## src/rtl/readout_tx_pulse_shaper_google.sv

```systemverilog
// Readout pulse shaper: plays ramp-up / hold / ramp-down from an envelope RAM.
// Define READOUT_TX_IQ_WEIGHT_EN to add a registered, saturating I/Q weighting stage.
module readout_tx_pulse_shaper_google #(
  parameter int DATA_WIDTH     = 8,
  parameter int ENV_ADDR_WIDTH = 6,
  parameter int LEN_WIDTH      = 10
) (
  input  logic                      clk,
  input  logic                      rst,
  input  logic                      env_wr_en,
  input  logic [ENV_ADDR_WIDTH-1:0] env_wr_addr,
  input  logic [DATA_WIDTH-1:0]     env_wr_data,
  input  logic                      reg_wr_en,
  input  logic [1:0]                reg_wr_addr,
  input  logic [LEN_WIDTH-1:0]      reg_wr_data,
  input  logic                      meas_start,
  output logic [DATA_WIDTH-1:0]     i_out,
  output logic [DATA_WIDTH-1:0]     q_out,
  output logic                      sample_valid,
  output logic                      rx_start,
  output logic                      busy,
  output logic                      tx_done
);

  localparam int DEPTH = 1 << ENV_ADDR_WIDTH;
  localparam int RW    = ENV_ADDR_WIDTH + 1;
  localparam logic [RW-1:0] R_MAX = RW'(DEPTH);

  typedef enum logic [1:0] {IDLE, RAMP_UP, HOLD, RAMP_DOWN} state_t;
  state_t state, state_n;

  logic [DATA_WIDTH-1:0]     env_mem [DEPTH];
  logic [RW-1:0]             ramp_len, r_sh, r_sat, r_cur;
  logic [LEN_WIDTH-1:0]      hold_len, h_sh, h_cur, r_ext, cnt, cnt_n, down_idx;
  logic [ENV_ADDR_WIDTH-1:0] rd_addr, last_addr;
  logic [DATA_WIDTH-1:0]     rd_data;
  logic                      accept, emit, hold_zero, rx_n, done_n;

  // Stage-1 registered sample stream
  logic [DATA_WIDTH-1:0]     s1_samp;
  logic                      s1_valid, s1_rx, s1_done;

  // Asynchronous read feeding a register: a same-edge write yields the old word.
  always_ff @(posedge clk) begin
    if (env_wr_en) env_mem[env_wr_addr] <= env_wr_data;
  end
  assign rd_data = env_mem[rd_addr];

  assign r_sat     = (ramp_len > R_MAX) ? R_MAX : ramp_len;
  assign accept    = (state == IDLE) && meas_start;
  // In IDLE the shadows are being loaded this edge, so decode from the live registers.
  assign r_cur     = (state == IDLE) ? r_sat : r_sh;
  assign h_cur     = (state == IDLE) ? hold_len : h_sh;
  assign r_ext     = LEN_WIDTH'(r_cur);
  assign last_addr = ENV_ADDR_WIDTH'(r_cur - RW'(1));
  assign down_idx  = r_ext - LEN_WIDTH'(1) - cnt;

  // cnt holds the number of samples already emitted in the current phase.
  always_comb begin
    state_n   = state;
    cnt_n     = cnt;
    emit      = 1'b0;
    hold_zero = 1'b0;
    rx_n      = 1'b0;
    done_n    = 1'b0;
    rd_addr   = last_addr;
    unique case (state)
      IDLE: begin
        if (meas_start) begin
          if (r_ext != '0) begin
            state_n = RAMP_UP;
            cnt_n   = LEN_WIDTH'(1);
            emit    = 1'b1;
            rx_n    = 1'b1;
            rd_addr = '0;
          end else if (h_cur != '0) begin
            state_n   = HOLD;
            cnt_n     = LEN_WIDTH'(1);
            emit      = 1'b1;
            rx_n      = 1'b1;
            hold_zero = 1'b1;
          end else begin
            done_n = 1'b1;
          end
        end
      end
      RAMP_UP: begin
        emit = 1'b1;
        if (cnt < r_ext) begin
          cnt_n   = cnt + LEN_WIDTH'(1);
          rd_addr = cnt[ENV_ADDR_WIDTH-1:0];
        end else begin
          cnt_n   = LEN_WIDTH'(1);
          state_n = (h_cur != '0) ? HOLD : RAMP_DOWN;
        end
      end
      HOLD: begin
        if (cnt < h_cur) begin
          cnt_n     = cnt + LEN_WIDTH'(1);
          emit      = 1'b1;
          hold_zero = (r_ext == '0);
        end else if (r_ext != '0) begin
          state_n = RAMP_DOWN;
          cnt_n   = LEN_WIDTH'(1);
          emit    = 1'b1;
        end else begin
          state_n = IDLE;
          cnt_n   = '0;
          done_n  = 1'b1;
        end
      end
      RAMP_DOWN: begin
        if (cnt < r_ext) begin
          cnt_n   = cnt + LEN_WIDTH'(1);
          emit    = 1'b1;
          rd_addr = down_idx[ENV_ADDR_WIDTH-1:0];
        end else begin
          state_n = IDLE;
          cnt_n   = '0;
          done_n  = 1'b1;
        end
      end
    endcase
  end

  always_ff @(posedge clk) begin
    if (rst) begin
      state    <= IDLE;
      cnt      <= '0;
      ramp_len <= '0;
      hold_len <= '0;
      r_sh     <= '0;
      h_sh     <= '0;
      s1_samp  <= '0;
      s1_valid <= 1'b0;
      s1_rx    <= 1'b0;
      s1_done  <= 1'b0;
    end else begin
      state <= state_n;
      cnt   <= cnt_n;
      if (accept) begin
        r_sh <= r_sat;
        h_sh <= hold_len;
      end
      if (reg_wr_en) begin
        case (reg_wr_addr)
          2'd0:    ramp_len <= reg_wr_data[ENV_ADDR_WIDTH:0];
          2'd1:    hold_len <= reg_wr_data;
          default: ;
        endcase
      end
      s1_samp  <= (emit && !hold_zero) ? rd_data : '0;
      s1_valid <= emit;
      s1_rx    <= rx_n;
      s1_done  <= done_n;
    end
  end

`ifdef READOUT_TX_IQ_WEIGHT_EN
  logic [DATA_WIDTH-1:0] i_weight, q_weight, iw_sh, qw_sh;

  // Q1.x product; only (-1)*(-1) can overflow the kept field.
  function automatic logic [DATA_WIDTH-1:0] sat_mul(input logic signed [DATA_WIDTH-1:0] a,
                                                    input logic signed [DATA_WIDTH-1:0] b);
    logic signed [2*DATA_WIDTH-1:0] p;
    p = a * b;
    if (p[2*DATA_WIDTH-1] != p[2*DATA_WIDTH-2])
      sat_mul = p[2*DATA_WIDTH-1] ? {1'b1, {(DATA_WIDTH-1){1'b0}}} : {1'b0, {(DATA_WIDTH-1){1'b1}}};
    else
      sat_mul = p[2*DATA_WIDTH-2:DATA_WIDTH-1];
  endfunction

  always_ff @(posedge clk) begin
    if (rst) begin
      i_weight     <= '0;
      q_weight     <= '0;
      iw_sh        <= '0;
      qw_sh        <= '0;
      i_out        <= '0;
      q_out        <= '0;
      sample_valid <= 1'b0;
      rx_start     <= 1'b0;
      busy         <= 1'b0;
      tx_done      <= 1'b0;
    end else begin
      if (reg_wr_en && reg_wr_addr == 2'd2) i_weight <= reg_wr_data[DATA_WIDTH-1:0];
      if (reg_wr_en && reg_wr_addr == 2'd3) q_weight <= reg_wr_data[DATA_WIDTH-1:0];
      if (accept) begin
        iw_sh <= i_weight;
        qw_sh <= q_weight;
      end
      i_out        <= s1_valid ? sat_mul(s1_samp, iw_sh) : '0;
      q_out        <= s1_valid ? sat_mul(s1_samp, qw_sh) : '0;
      sample_valid <= s1_valid;
      rx_start     <= s1_rx;
      busy         <= s1_valid;
      tx_done      <= s1_done;
    end
  end
`else
  assign i_out        = s1_samp;
  assign q_out        = '0;
  assign sample_valid = s1_valid;
  assign rx_start     = s1_rx;
  assign busy         = s1_valid;
  assign tx_done      = s1_done;
`endif

endmodule

```

## config.mk

```make
export PLATFORM = sky130hd
export DESIGN_NAME = readout_tx_pulse_shaper_google
export DESIGN_NICKNAME = d
export VERILOG_FILES = /design/src/rtl/readout_tx_pulse_shaper_google.sv
export SDC_FILE = /design/constraint.sdc
export NUM_CORES = 1
export LEC_CHECK = 0
export BUFFER_PORTS_ARGS = -buffer_cell sky130_fd_sc_hd__buf_2
export CAP_MARGIN = 0
export CELL_PAD_IN_SITES_DETAIL_PLACEMENT = 1
export CELL_PAD_IN_SITES_GLOBAL_PLACEMENT = 2
export CORE_UTILIZATION = 44
export DETAILED_ROUTE_END_ITERATION = 8
export GPL_TIMING_DRIVEN = 1
export PLACE_DENSITY = 0.76
export RECOVER_POWER = 50
export SLEW_MARGIN = 20
export SYNTH_ARGS = -nofsm -noshare
export SYNTH_HDL_FRONTEND = slang
export SYNTH_SLANG_ARGS = --single-unit
```

## constraint.sdc

```tcl
create_clock -name clk -period 5.2 [get_ports clk]
set_input_delay 0.52 -clock clk [delete_from_list [all_inputs] [get_ports clk]]
set_output_delay 0.52 -clock clk [all_outputs]
set_load 0.1 [all_outputs]
```

==> results, run 1 <==
- The final max-slew violation count was 502.
- The fraction of synthesized cell area taken by the top area cell type is 0.6361.
- The detail route stage leaves a number of antenna-violating nets equal to 0.
- For the final database, setup skew stands at 0.03724 ns.
- The dominant cell by count in the synthesized netlist is sky130_fd_sc_hd__edfxtp_1.
- In this run the count of I/O pins placed on the die edge is between 50 and 60.
- The CTS sink count is 569.
- The run finished, with violations left.
- Port buffering added 42 buffers.
- The timing-limited maximum frequency is 0.2009 GHz.
- The count of synthesis-stage warnings from yosys is 0.
- The netlist area before placement is ~24000 um^2.
- For this run, global-route usage on met1 was measured as 0.3474.
- The number of antenna violations at the first check in global routing is 0.
- Of all nets on the critical path, the largest fanout is 15.
- The floorplan has 85 rows.
- The total placed instance area is 25260 um^2.
- In the final layout, the share of cells above drive strength 1 is 0.1028.
- The worst pin sits at a relative slew slack of -1.454.
- The wire length per cell after detailed routing is 26.06 um.
- The number of enable-type register cells in the synthesized netlist is 512.
- The clock reaches the later pin of the worst-skew pair after 0.65 ns.
- The class of the tightest hold or removal check is input pin to flip-flop.
- The final routed wirelength across all metal layers is 70.59 mm.
- The number of nets in the layout is 2018.
- The commonest cells after synthesis are sky130_fd_sc_hd__edfxtp_1 (512), sky130_fd_sc_hd__nand2_1 (369), sky130_fd_sc_hd__nor2_1 (112).
- Using the TritonRoute via totals, the vias-per-cell ratio works out to between 5 and 6.
- In this run the most used layer during global routing was met2.
- TritonCTS built the clock tree.
- The sequential element share of the synthesized area is 0.6833.
- In the global route stage, met3 resource usage came out at 0.03347.
- The wire-length estimate of the detail-placed layout is 44.69 mm.
- Once layout is done, the placed cells without fillers occupy 27110 um^2.
- A synthesized cell averages between 10 and 15 um^2.
- For this block, the initial DRC count from the detailed router was 1216.
- The tree is rooted in a sky130_fd_sc_hd__clkbuf_16.
- The area growth from synthesis to layout is 12.14%.
- The total inserted antenna cells is 0.
- Sorting the synthesized cells by area gives the leading types as sky130_fd_sc_hd__edfxtp_1 (64%), sky130_fd_sc_hd__nand2_1 (5.7%), sky130_fd_sc_hd__dfxtp_1 (4.7%).
- For this design the ratio of total power to cell area is 514.5 nW/um^2.
- VDD sags by at most 0.3979 mV.
- Synthesis instantiated 83 different standard cells from the library.
- The via count of the first global-routing pass came to about 17k.
- The floorplan step set the die width to 236.4 um.
- The global placement routability congestion is 0.8540.
- For the pin with the worst max-slew slack, the measured transition is 3.681 ns.
- In this run the vertical extent of the chip is 236.4 um.
- The pin count of the biggest net entering global routing is 81.
- The setup path with the least slack is of type flip-flop to flip-flop.
- The shortest period the worst path allows is approximately 5.0 ns.
- The die outline area is 55880 um^2.
- The hold violation total from the final report is 0.
- The leakage component of the power is 9.361 nW.
- For this run, the total global-route usage over all layers was measured as 0.2543.
- The post-route DRC violation count is 0.
- The number of violations of the max-capacitance limit is 8.
- The startpoint type of the worst setup path is a flip-flop.
- The global-route wire length before repair is 106.3 mm.
- Buffers inserted during clock tree synthesis total 59.
- The core region is roughly 54000 um^2.
- The setup fix buffers added after clock tree synthesis is 0.
- The clock-pin slew of the registers on the worst-case setup and hold paths is ~0.060 ns.
- In this run the deepest clock path goes through 3 buffers.
- The H-tree generated during clock tree synthesis spans 2 levels.
- The cell type with the highest aggregate area in the netlist is sky130_fd_sc_hd__edfxtp_1.
- STA puts the critical path data arrival time at 5.57 ns.
- The top flip-flop cell by instance count after synthesis is sky130_fd_sc_hd__edfxtp_1.
- Setup repair after global routing left no endpoint under its margin.
- For this run, the detailed router's first-pass iteration total came to 5.
- The post-route setup TNS is 0 ns.
- The final reports fail on max-capacitance violations, max-slew violations.
- The period utilization is 0.9573.
- For met2 alone, demand over resource in global routing was 0.4178.
- The remaining global-route overflow is 0.
- For this run, asynchronously set or reset flops after synthesis account for 0.
- The cell count after synthesis is 1927.
- For this configuration, the core starts out at a cell density of 0.4474.
- Across all layers, the routed design uses 16.25k vias.
- After synthesis the netlist holds a flip-flop and latch count of 569.
- The required time at the worst-slack endpoint is 5.79 ns.
- After layout, the design draws a total of 13.95 mW.
- Setup violations remaining at the end of the flow were counted as 0.
- The worst setup path is captured at a flip-flop.
==> per-layer routing <==
| layer | wire (um) | part of all wire |
|---|---|---|
| met1 | 31210 | 0.44 |
| met2 | 34010 | 0.48 |
| met3 | 3391 | 0.048 |
| met4 | 1973 | 0.028 |
| met5 | 0 | 0 |
==> metrics by stage <==
| stage | std cells | setup WS (ns) | hold slack (ns) | utilization |
|---|---|---|---|---|
| after global routing | 2709 | 0.01169 | 0.1447 | 0.5017 |
| after global placement | 2599 | 0.1586 | 0.4558 | 0.4676 |
| after detailed placement | 2599 | 0.02861 | 0.4672 | 0.4676 |
| after CTS | 2709 | 0.007128 | 0.1086 | 0.5021 |
| after floorplan | 1934 | 1.144 | 0.4329 | - |
| final | 2709 | 0.2220 | 0.1445 | 0.5017 |
==> logic make-up (layout without fill, tap and decap cells) <==
logic type | Yosys count | count (layout) | share of synthesized area
simple gates | 741 | 741 | 0.1388
flops | 569 | 569 | 0.6833
compound gates | 379 | 379 | 0.1117
buf+inv | 152 | 231 | 0.02831
mux | 56 | 56 | 0.02335
fa+ha+maj | 23 | 23 | 0.01222
xor+xnor | 6 | 6 | 0.002174
other cells | 1 | 8 | 0.0001551
==> layout make-up <==
cell class	instances	area [um^2]
tap	696	870.8
multi-input combinational	1213	7062
clock buffer	63	1491
inverter	21	78.83
sequential	569	16520
clock inverter	47	374.1
fill	5519	26920
timing repair buffer	100	713.2
==> state kept, by name, summed over array words and instances, names as in the netlist <==
signal,flops
state,2
tx_done,1
i_out,8
rx_start,1
h_sh,10
busy,1
ramp_len,7
env_mem,512
r_sh,7
cnt,10
hold_len,10
==> layout by cell type (no fill, tap or decap), types with 11 or more instances in the layout <==
cell / netlist / final
sky130_fd_sc_hd__a211oi_1: 85 / 84
sky130_fd_sc_hd__a21oi_1: 56 / 56
sky130_fd_sc_hd__a221oi_1: 16 / 16
sky130_fd_sc_hd__a311oi_1: 14 / 14
sky130_fd_sc_hd__a31oi_1: 78 / 78
sky130_fd_sc_hd__a32oi_1: 14 / 14
sky130_fd_sc_hd__and3_1: 84 / 84
sky130_fd_sc_hd__buf_2: 40 / 40
sky130_fd_sc_hd__buf_4: 13 / 42
sky130_fd_sc_hd__clkbuf_1: 70 / 14
sky130_fd_sc_hd__clkbuf_16: 0 / 59
sky130_fd_sc_hd__clkinv_1: 1 / 26
sky130_fd_sc_hd__clkinv_2: 0 / 13
sky130_fd_sc_hd__dfxtp_1: 57 / 57
sky130_fd_sc_hd__edfxtp_1: 512 / 512
sky130_fd_sc_hd__ha_1: 22 / 22
sky130_fd_sc_hd__inv_1: 18 / 18
sky130_fd_sc_hd__mux2i_1: 53 / 53
sky130_fd_sc_hd__nand2_1: 369 / 369
sky130_fd_sc_hd__nand3_1: 95 / 94
sky130_fd_sc_hd__nor2_1: 112 / 110
sky130_fd_sc_hd__nor2b_1: 11 / 11
sky130_fd_sc_hd__nor3_1: 18 / 18
sky130_fd_sc_hd__o21ai_0: 31 / 31
==> worst paths after layout <==
kind            endpoint      startpoint  slack (ns)  cells past startpoint
min reg2reg      r_sh[5]         r_sh[5]        0.48                      2
max reg2reg     i_out[5]     ramp_len[6]        0.22                     12
max             i_out[5]     ramp_len[6]        0.22                     12
min          hold_len[8]  reg_wr_data[8]        0.14                      3
==> power breakdown <==
group / internal, mW / switching [mW] / leakage [nW] / total (mW)
combinational: 1.40 / 3.30 / 3.38 / 4.70
sequential: 5.06 / 0.0658 / 5.07 / 5.13
clock: 2.32 / 1.80 / 0.914 / 4.12
==> repair_timing <==
action	4_1_cts	5_1_grt
endpoints found under the setup margin	0	3
hold buffers	0	0
gates resized for setup	0	1
==> worst max-delay path: stages, from the launching register on <==
cell	delay (ns)
sky130_fd_sc_hd__dfxtp_1	0.47
sky130_fd_sc_hd__nor4b_2	0.55
sky130_fd_sc_hd__a21o_1	0.26
sky130_fd_sc_hd__ha_1	0.31
sky130_fd_sc_hd__nand2_1	0.12
sky130_fd_sc_hd__nor2_1	0.11
sky130_fd_sc_hd__o31ai_4	0.46
sky130_fd_sc_hd__nand3_1	0.32
sky130_fd_sc_hd__o21a_1	0.25
sky130_fd_sc_hd__a2111oi_2	0.80
sky130_fd_sc_hd__nand3_1	0.58
sky130_fd_sc_hd__a21oi_1	0.54
sky130_fd_sc_hd__a211o_1	0.18
Note: power is estimated with default switching activity, not from simulation.
==> run 2: changes to the inputs <==
- BUFFER_PORTS_ARGS: -buffer_cell sky130_fd_sc_hd__buf_2 -> -buffer_cell sky130_fd_sc_hd__clkbuf_2
==> run 2 against run 1 <==
  * The run still ends with max-capacitance violations, max-slew violations left
  * Non-clock buffer count decreased by 14
  * Combinational power about the same
  * Final cell count decreased by 0.74%
  * Sequential share of layout area rose by 0.51 points
  * Flip-flop and latch count unchanged
  * Critical path depth is 2 higher
  * First-iteration DRC count grew 3.5%
  * Design area down 0.82%
  * Utilization down 0.41 points
==> results, run 2 (synthesized netlist as in run 1, its figures left out) <==
- The clock reaches the later pin of the worst-skew pair after approximately 0.62 ns.
- The category of cells accounting for the largest share of critical-path delay is compound AO/OA/AOI/OAI gates.
- In the global route stage, met1 resource usage came out at 0.3532.
- The via count of the first global-routing pass is 16.80k.
- Dividing the final minimum period by the clock period gives 0.9517.
- The remaining global-route overflow is 0.
- In this run the static leakage power is 9.244 nW.
- The post-route setup TNS is 0 ns.
- The HPWL after detailed placement is 44.98 mm.
- Clock tree synthesis inserted a total of slightly below 60 buffers.
- The H-tree was split into 2 levels.
- The chip width is about 240 um.
- The global placement routability congestion is 0.8694.
- The number of nets in the layout is 2004.
- The clock-pin slew of the registers on the worst-case setup and hold paths is approximately 0.06 ns.
- The register with the most flip-flops in the final layout is env_mem.
- The first global-routing pass estimated approximately 110 mm of wire.
- In this run the power density over the cells is around 510 nW/um^2.
- The worst hold-check slack is roughly 0.13 ns.
- The library cells used most frequently in the layout, excluding fill and tap cells, are sky130_fd_sc_hd__edfxtp_1 (512), sky130_fd_sc_hd__nand2_1 (369), sky130_fd_sc_hd__nor2_1 (111).
- TritonCTS built the clock tree.
- Across every metal layer, demand over resource in global routing totals 0.2548.
- After detailed routing, the number of remaining DRC violations is 0.
- During placement, the flow inserted port buffers numbering 42.
- The run finished, with violations left.
- For this design the top-level I/O count stands at 51.
- The post-route antenna net violation count is 0.
- The clock passes through at most 3 buffers.
- By startpoint and endpoint, the worst setup path is classified as flip-flop to flip-flop.
- The register with the most flip-flops in the layout has 512 of them.
- The final max-slew violation count is 520.
- The detailed router placed 16.25k vias in this run.
- Summed over all layers, the routed wires come to 70.93 mm.
- In the final layout, the share of cells above drive strength 1 is 0.09433.
- On the critical path, the stage with the largest delay is an instance of sky130_fd_sc_hd__nor2_1.
- The clock root buffer is sky130_fd_sc_hd__clkbuf_16.
- In this run the standard cell core region covers 54030 um^2.
- The tool flagged a number of max-cap violations equal to 8.
- The critical-path maximum fanout is 13.
- The starting utilization of the core area is 0.4474.
- The total of endpoints with negative setup slack in the final report is 0.
- On the worst path, the slowest cell contributes a delay of between 0.8 and 0.9 ns.
- STA classifies the critical path startpoint as a flip-flop.
- Once placement completed, the tool counted placed cells totaling 2585.
- The most congested layer reported by global routing is met2.
- The transition time at the pin with the least slew margin is 3.493 ns.
- The number of buffer and inverter stages on the critical path is 2.
- The CTS sink count is 569.
- After detailed routing, the average wire length per cell comes to about 26 um.
- The class of the tightest hold or removal check is input pin to flip-flop.
- The critical path data arrival time is 5.52 ns.
- The number of setup buffers added after CTS is 0.
- The required time at the worst-slack endpoint is between 5 and 6 ns.
- The final reports fail on max-capacitance violations, max-slew violations.
- The pin count of the biggest net entering global routing is 92.
- The worst path needs between 4 and 5 ns of the cycle, external delays included.
- Compared with the post-synthesis result, the final layout area differs by 11.22%.
- Setup repair after global routing left no endpoint under its margin.
- The hold violation total from the final report is 0.
- The first TritonRoute pass finished after 7 iterations.
- For the final database, setup skew stands at 0.01342 ns.
- The first routing iteration left around 1.3k violations.
- The total number of placement rows is 85.
- Leaving out filler cells and counting taps, the final layout contains 2689.
- Walking the worst path, the cells encountered are nor2_4 > buf_4 > mux2i_1 > ha_1 > a21oi_1 > a221oi_2 > o31a_1 > nor2_1 > a311oi_4 > buf_4 > nor2_1 > a221oi_1 > a31oi_1 > a211o_1.
- The number of antenna diodes in the final layout is 0.
- The met3 track demand over resource is 0.03347.
- The layout filler cell count is 5505.
- The chip height is 236.4 um.
- The timing-limited maximum frequency is 0.2021 GHz.
- The die covers approximately 56000 um^2.
- After detailed routing, the number of vias per cell comes to 6.042.
- The tightest slew margin relative to the limit is -1.329.
- In the global route stage, met2 resource usage came out at 0.4219.
- The maximum VDD drop is 0.3897 mV.
- The worst setup path is captured at a flip-flop.
- The library cell used most frequently in the layout, excluding fill and tap cells, is sky130_fd_sc_hd__edfxtp_1.
- The number of antenna violations at the first check in global routing is 0.
run 2: stage by stage:
step                utilization  area (um^2)  setup slack (ns)  total power, mW
finish                   0.4976        26880            0.2511            13.74
global route             0.4976        26880          0.007085            14.29
CTS                      0.4983        26920            0.2429            13.78
detailed placement       0.4661        25180            0.2554            9.873
global placement         0.4659        25170            0.2849            9.846
floorplan                     -        24200             1.144            8.173
run 2: layout make-up:
cell class                 count  area (um^2)  area share
sequential                   569        16520      0.6144
timing repair buffer          86        616.8     0.02295
clock inverter                33        219.0    0.008145
inverter                      21        78.83    0.002932
tap                          696        870.8     0.03239
clock buffer                  71         1521     0.05659
multi-input combinational   1213         7059      0.2626
run 2: worst min-delay path: cells and delay by family:
kind / cells / cell delay, ns
AND/OR/NAND/NOR: 1 / 0.07
multiplexers: 1 / 0.05
buffers and inverters: 1 / 0.07
run 2: where the power goes:
group          total (mW)  switching, mW  internal, mW
sequential           5.12         0.0574          5.06
clock                3.92           1.75          2.17
combinational        4.70           3.34          1.36
total                13.7           5.15          8.59
run 2: repair_timing:
item,in CTS,in global routing
hold buffers,0,0
resized for setup,0,2
setup endpoints to repair,0,4
hold endpoints to repair,0,0
run 2: worst paths after layout:
| check | slack [ns] | end | depth (start not counted) | startpoint |
|---|---|---|---|---|
| worst max-delay path | 0.25 | i_out[0] | 14 | state[1] |
| worst min-delay path | 0.13 | hold_len[8] | 3 | reg_wr_data[8] |
| worst max register to register | 0.25 | i_out[0] | 14 | state[1] |
| worst min register to register | 0.47 | r_sh[1] | 2 | r_sh[1] |
run 2: layer usage:
metal | share of wire | vias to the layer above | routed length, um
met5 | 0 | - | 0
met4 | 0.025 | 0 | 1793
met3 | 0.045 | 101 | 3215
met2 | 0.48 | 357 | 34000
met1 | 0.45 | 8456 | 31930
li1 | - | 7334 | -
